--- src/rtl/irq_pend_ctrl_pkg.sv ---
// Shared widths and the service-FSM state type for the interrupt pending controller.
package irq_pkg;
    localparam int N_REQ = 8;
    localparam int ID_W  = 3;

    typedef enum logic {
        IDLE    = 1'b0,
        PRESENT = 1'b1
    } state_t;

    function automatic logic [N_REQ-1:0] id_onehot(input logic [ID_W-1:0] id);
        return N_REQ'(1) << id;
    endfunction
endpackage

--- src/rtl/irq_pend_ctrl_sync_edge.sv ---
// Multi-flop synchroniser per request line plus one delay flop for rising-edge detection.
module sync_edge #(
    parameter int SYNC_STAGES = 2,
    parameter int W           = 8
) (
    input  logic         clk,
    input  logic         rst,
    input  logic [W-1:0] d,
    output logic [W-1:0] s,
    output logic [W-1:0] set
);
    logic [W-1:0] chain_reg [SYNC_STAGES];
    logic [W-1:0] s_d_reg;

    always_ff @(posedge clk) begin
        if (rst) begin
            chain_reg[0] <= '0;
        end else begin
            chain_reg[0] <= d;
        end
    end

    for (genvar gi = 1; gi < SYNC_STAGES; gi++) begin : g_stage
        always_ff @(posedge clk) begin
            if (rst) begin
                chain_reg[gi] <= '0;
            end else begin
                chain_reg[gi] <= chain_reg[gi-1];
            end
        end
    end

    always_ff @(posedge clk) begin
        if (rst) begin
            s_d_reg <= '0;
        end else begin
            s_d_reg <= chain_reg[SYNC_STAGES-1];
        end
    end

    assign s = chain_reg[SYNC_STAGES-1];

    for (genvar gi = 0; gi < W; gi++) begin : g_edge
        assign set[gi] = s[gi] & ~s_d_reg[gi];
    end
endmodule

--- src/rtl/irq_pend_ctrl.sv ---
// Captures request lines into pending bits, feeds an external priority encoder and
// presents the winning ID on a valid/ack handshake, clearing the served bit on ack.
module irq_pend_ctrl
    import irq_pkg::*;
#(
    parameter int SYNC_STAGES = 2,
    parameter int EDGE_MODE   = 1
) (
    input  logic             clk,
    input  logic             rst,
    input  logic             en,
    input  logic [N_REQ-1:0] req_in,
    input  logic [N_REQ-1:0] mask,
    output logic [N_REQ-1:0] pend_o,
    output logic             enc_ei,
    input  logic [ID_W-1:0]  enc_y,
    input  logic             enc_gs,
    input  logic             enc_eo,
    output logic             irq_valid,
    output logic [ID_W-1:0]  irq_id,
    input  logic             irq_ack,
    output logic [N_REQ-1:0] ovf,
    input  logic             ovf_clr,
    output logic             prot_err
);
    logic [N_REQ-1:0] sync_level;
    logic [N_REQ-1:0] sync_rise;
    logic [N_REQ-1:0] set;
    logic [N_REQ-1:0] clr;
    logic [N_REQ-1:0] pend_reg, pend_next;
    logic [N_REQ-1:0] ovf_reg, ovf_next;
    logic             prot_err_reg, prot_err_next;
    logic [ID_W-1:0]  irq_id_reg;
    state_t           state_reg, state_next;
    logic             load_id;
    logic             handshake;

    sync_edge #(
        .SYNC_STAGES(SYNC_STAGES),
        .W          (N_REQ)
    ) u_sync (
        .clk(clk),
        .rst(rst),
        .d  (req_in),
        .s  (sync_level),
        .set(sync_rise)
    );

    assign set = (EDGE_MODE != 0) ? sync_rise : sync_level;

    // State register
    always_ff @(posedge clk) begin
        if (rst) begin
            state_reg <= IDLE;
        end else begin
            state_reg <= state_next;
        end
    end

    // Next-state logic: a presentation stays put until acknowledged
    always_comb begin
        state_next = state_reg;
        case (state_reg)
            IDLE:    if (en && enc_gs) state_next = PRESENT;
            PRESENT: if (irq_ack)      state_next = IDLE;
            default: state_next = IDLE;
        endcase
    end

    // Output logic
    always_comb begin
        load_id   = (state_reg == IDLE) && en && enc_gs;
        handshake = (state_reg == PRESENT) && irq_ack;
        irq_valid = (state_reg == PRESENT);
        clr       = handshake ? id_onehot(irq_id_reg) : '0;
    end

    // Set beats clear on the same bit; an overrun is a set landing on a bit that stays pending
    always_comb begin
        pend_next     = (pend_reg & ~clr) | set;
        ovf_next      = (ovf_clr ? '0 : ovf_reg) | (set & pend_reg & ~clr);
        prot_err_next = prot_err_reg | (en & ~(enc_gs ^ enc_eo)) | (enc_gs & enc_eo);
    end

    always_ff @(posedge clk) begin
        if (rst) begin
            pend_reg     <= '0;
            ovf_reg      <= '0;
            prot_err_reg <= 1'b0;
            irq_id_reg   <= '0;
        end else begin
            pend_reg     <= pend_next;
            ovf_reg      <= ovf_next;
            prot_err_reg <= prot_err_next;
            if (load_id) irq_id_reg <= enc_y;
        end
    end

    assign pend_o   = pend_reg & mask;
    assign enc_ei   = en;
    assign irq_id   = irq_id_reg;
    assign ovf      = ovf_reg;
    assign prot_err = prot_err_reg;
endmodule

--- config.mk ---
export PLATFORM = sky130hd
export DESIGN_NAME = irq_pend_ctrl
export DESIGN_NICKNAME = d
export VERILOG_FILES = /design/src/rtl/irq_pend_ctrl_pkg.sv /design/src/rtl/irq_pend_ctrl_sync_edge.sv /design/src/rtl/irq_pend_ctrl.sv
export SDC_FILE = /design/constraint.sdc
export NUM_CORES = 1
export LEC_CHECK = 0
export ABC_AREA = 1
export CAP_MARGIN = 20
export CORE_ASPECT_RATIO = 1.4
export CORE_MARGIN = 2
export CORE_UTILIZATION = 45
export CTS_BUF_LIST = sky130_fd_sc_hd__clkbuf_8
export CTS_CLUSTER_SIZE = 20
export DETAILED_ROUTE_END_ITERATION = 10
export PLACE_DENSITY = 0.85
export SYNTH_ARGS = -nofsm -noshare
export SYNTH_HDL_FRONTEND = slang
export SYNTH_SLANG_ARGS = --single-unit
export TNS_END_PERCENT = 5
--- constraint.sdc ---
create_clock -name clk -period 1.15 [get_ports clk]
set_clock_uncertainty 0.1 [all_clocks]
set_input_delay 0.1725 -clock clk [delete_from_list [all_inputs] [get_ports clk]]
set_output_delay 0.1725 -clock clk [all_outputs]
set_load 0.05 [all_outputs]
# == Word level (Yosys, flattened, before mapping) ==
# Memory sizes are Yosys's and may differ from the RTL's.
# Index checks and enable logic that the tools add are counted.
# word_totals
inputBits,26
latch_bits,0
ff_bits,29
ram_bits,16
wordCells,54
n_memories,1
romBits,0
out_inout_bits,22
# classes
order_cmp,0
shift,1
bitwise_logic,32
n_addsub,0
div_mod_pow,0
reduce_logical,4
mux,10
eq_ne,0
mul,0
# memory_table
memory,depth,width,read_ports,rd_clocked_by_memory_dff,wr,line,rtl
u_sync.chain_reg,2,8,2,0,2,irq_pend_ctrl_sync_edge.sv:12,logic [W-1:0] chain_reg [SYNC_STAGES];
# op_table
cell,n
8-bit AND,4
8-bit two-way mux,4
8-bit bitwise OR,2
1-bit AND,10
1-bit inverter,10
8-bit inverter,1
1-bit by 3-bit left shift with 8-bit output (first input constant),1
1-bit two-way mux,5
1-bit logical AND,4
1-bit bitwise OR,4
1-bit case mux with 2 select lines,1
1-bit XOR,1

# == Depth between registers and ports, before layout ==
# depth
word_depth,5
mapped_depth,5
ltp_nobuf,5

# == Cells and area by module ==
# From an unflattened synthesis, not the netlist that was laid out.
# hier_totals
hier_cells,219
hier_area_um2,1664.1
# by_module_without_submodules
mod,cells_each,area_each_um2,seq_area_each_um2,n_inst
irq_pend_ctrl,137,950.9,420.4,1
sync_edge,82,713.2,480.5,1

# == Worst setup path after synthesis ==
# No wires, ideal clock.
# synth_path
kind,reg-to-reg
start,"register state_reg, in the netlist irq_valid"
end,register pend_reg[0]
t_arrival_ns,1.121
required_ns,0.931
setup_time_ns,0.119
path_slack_ns,-0.190
synth_period_minus_slack_ns,1.340
path_stages_with_launch,6
path_buffers,0
path_cell_list,dfxtp_1 nand2_1 nor2_2 nand2_1 nand2_1 a21oi_1
# synth_via
elab_chain_len,5
# synth_rtl
item,line,rtl
start: declaration,irq_pend_ctrl.sv:34,"state_t state_reg, state_next;"
start signal: assignment,irq_pend_ctrl.sv:56,state_reg <= state_next;
1-bit logical AND,irq_pend_ctrl.sv:73,handshake = (state_reg == PRESENT) && irq_ack;
8-bit two-way mux,irq_pend_ctrl.sv:75,clr = handshake ? id_onehot(irq_id_reg) : '0;
8-bit inverter,irq_pend_ctrl.sv:80,pend_next = (pend_reg & ~clr) | set;
8-bit AND,irq_pend_ctrl.sv:80,
8-bit bitwise OR,irq_pend_ctrl.sv:80,
end signal: assignment,irq_pend_ctrl.sv:92,pend_reg <= pend_next;
end: declaration,irq_pend_ctrl.sv:30,"logic [N_REQ-1:0] pend_reg, pend_next;"
# Every way passes these cells.
# A chain may end at the register's enable or synchronous reset.

# == Final worst setup path ==
# layout_path
start,"register state_reg, in the netlist irq_valid"
end,"register irq_id_reg[2], in the netlist irq_id[2]"
# layout_via
elab_chain_len,3
# layout_rtl
item,line,rtl
1-bit inverter,-,
1-bit logical AND (2 in series),irq_pend_ctrl.sv:72,load_id = (state_reg == IDLE) && en && enc_gs;
end signal: assignment,irq_pend_ctrl.sv:95,if (load_id) irq_id_reg <= enc_y;
end: declaration,irq_pend_ctrl.sv:33,logic [ID_W-1:0] irq_id_reg;
# Every way passes these cells.

==> results.json <==
{
  "failed_checks": "setup timing",
  "drt-wirelength-per-cell_um": 10.42,
  "numCtsBuffers": 5,
  "leakagePower_nw": 1.106,
  "grt-ovfl-total": 0,
  "crit_start": "irq_valid",
  "post-route-period-util_pct": 103.1,
  "finish.utilization_pct": 74.50,
  "hold_violations": 0,
  "portBuffers": 47,
  "core-area_um2": 3410,
  "syn_nets": 250,
  "start_util_pct": 47.85,
  "die_y_um": 75.25,
  "layout_common_cells": "inv_1 (48), nand2_1 (42), nor2_1 (35), dfxtp_1 (32), buf_12 (23)",
  "largest_reg_flops": 16,
  "instances_no_fill": 316,
  "max-cap-violations": 0,
  "clk_root_buffer_cell": "clkbuf_8",
  "setup_total_negative_slack_ns": -0.1424,
  "syn_inst": 223,
  "slew_headroom_pct": 81.40,
  "ys_seq_area_share_pct": 55.21,
  "fin_ws_ns": -0.03570,
  "rows": 25,
  "nets": 303,
  "antenna_found_initial": 0,
  "synth_area_um2": 1632,
  "synth_area_leaders": "dfxtp_1 (55%), inv_1 (13%), nand2_1 (12%)",
  "synth.distinct_cells": 13,
  "clock_sinks": 45,
  "vias_per_cell": 4.481,
  "max_freq_ghz": 0.8434,
  "dp_hpwl_um": 2337,
  "yosysTopAreaCellShare_pct": 55.21,
  "clk_path_buf_depth": 2,
  "endpoint_kind": "flop",
  "clk_transition_reported_paths_ns": 0.08,
  "powerDensity_nw_per_um2": 1216,
  "fin_crit_ns": 1.186,
  "rsz0062_at_grt": "yes",
  "status": "complete, but fails checks",
  "synth.avg_cell_area_um2": 7.316,
  "hold_buffers": 0,
  "arrival_ns": 1.26,
  "cts_tree": "done",
  "layout-drive-gt1-share_pct": 24.64,
  "tightest_slew_ns": 0.2787,
  "dieWidth_um": 54.89,
  "clkLatencyLatePin_ns": 0.30,
  "ios": 48,
  "drc": 0,
  "n_antenna_cell": 0,
  "peakVddDrop_uv": 1166,
  "num_vias": 1416,
  "dr.pass1.iters": 4,
  "routed_wl_um": 3294,
  "drt_iter0_markers": 24,
  "area_delta_synth_final_pct": 55.68,
  "final_common_cell": "inv_1",
  "gp_congestion": 0.7941,
  "rr_startpoint": "irq_valid",
  "holdCritStartpoint": "req_in[4]",
  "postRouteAntennaNets": 0,
  "yosysTopAreaCell": "dfxtp_1",
  "slew_viol_final": 0,
  "setup_viol": 8,
  "worstSetupPathType": "flop to flop",
  "dp.cells": 307,
  "htree_num_levels": 2,
  "holdWs_ns": 0.2854,
  "track_usage_pct": 17.94,
  "critPathLaunchType": "flop",
  "yosys_warnings": 0,
  "cp_max_fo": 7,
  "crit_required_ns": 1.23,
  "ys_seq_elements": 45,
  "grt_max_degree": 32,
  "dieArea_um2": 4130,
  "grt_first_pass_wirelength_um": 5119,
  "grt_pass1_vias": 1245,
  "hold_class": "primary input to flop"
}
[Yosys cell counts, drive strengths merged]
cell type / count
inv: 56
nand3: 1
ha: 1
dfxtp: 45
buf: 6
or2: 1
o21ai: 3
nor2: 38
nand2: 51
a21oi: 21
[per-layer routing]
metal	up-vias	routed length, µm	track usage, %	share of wire, %
li1	742	-	-	-
met1	617	1203	18.34	37
met2	43	1762	31.08	53
met3	14	194	6.548	5.9
met4	0	133	9.214	4.0
met5	-	0	0	0
[critical path, cell delays in order (launching register included)]
cell and delay [ns]:
dfxtp_2 0.36, inv_1 0.09, nand3_2 0.14, o21ai_0 0.28
a21oi_1 0.11
[cells by family after synthesis]
family | after synthesis | share of synthesized area (%)
compound gates | 24 | 7.362
flops | 45 | 55.21
simple gates | 91 | 21.78
fa+ha+maj | 1 | 0.7667
buf+inv | 62 | 14.88
[metrics by stage]
step | instance area (µm²) | setup slack [ns] | total power [mW]
global route | 2540 | -0.07624 | 3.219
floorplan | 1637 | 0.003735 | 1.903
CTS | 2491 | -0.03564 | 3.092
global placement | 2380 | -0.2097 | 2.133
detailed placement | 2380 | -0.2489 | 2.146
finish | 2540 | -0.03570 | 3.088
[area by class of cell]
class	instances	area, µm²
multi-input cells	116	523.0
repair buffers	52	750.7
fillers	244	869.6
well taps	40	50.05
inverters	56	210.2
clock inverters	1	3.754
flip-flops and latches	45	919.6
clock buffers	6	82.58
[report_power, final]
part	switching, mW	internal, mW	total (mW)
clock network	0.486	0.468	0.953
registers	0.0492	1.63	1.68
logic	0.227	0.232	0.459
[path summary, 6_finish.rpt]
path                            end  depth (start not counted)  slack [ns]
max reg2reg               irq_id[2]                          4       -0.04
min          u_sync.chain_reg[0][4]                          3        0.29
min reg2reg  u_sync.chain_reg[1][7]                          2        0.30
max                       irq_id[2]                          4       -0.04
[repair_timing]
action                     4_1_cts  5_1_grt
pin swaps                        4        0
setup endpoints to repair        9       21
resized for setup               22       13
setup buffers                    0        2
No activity file was read; power rests on OpenSTA's default activity.
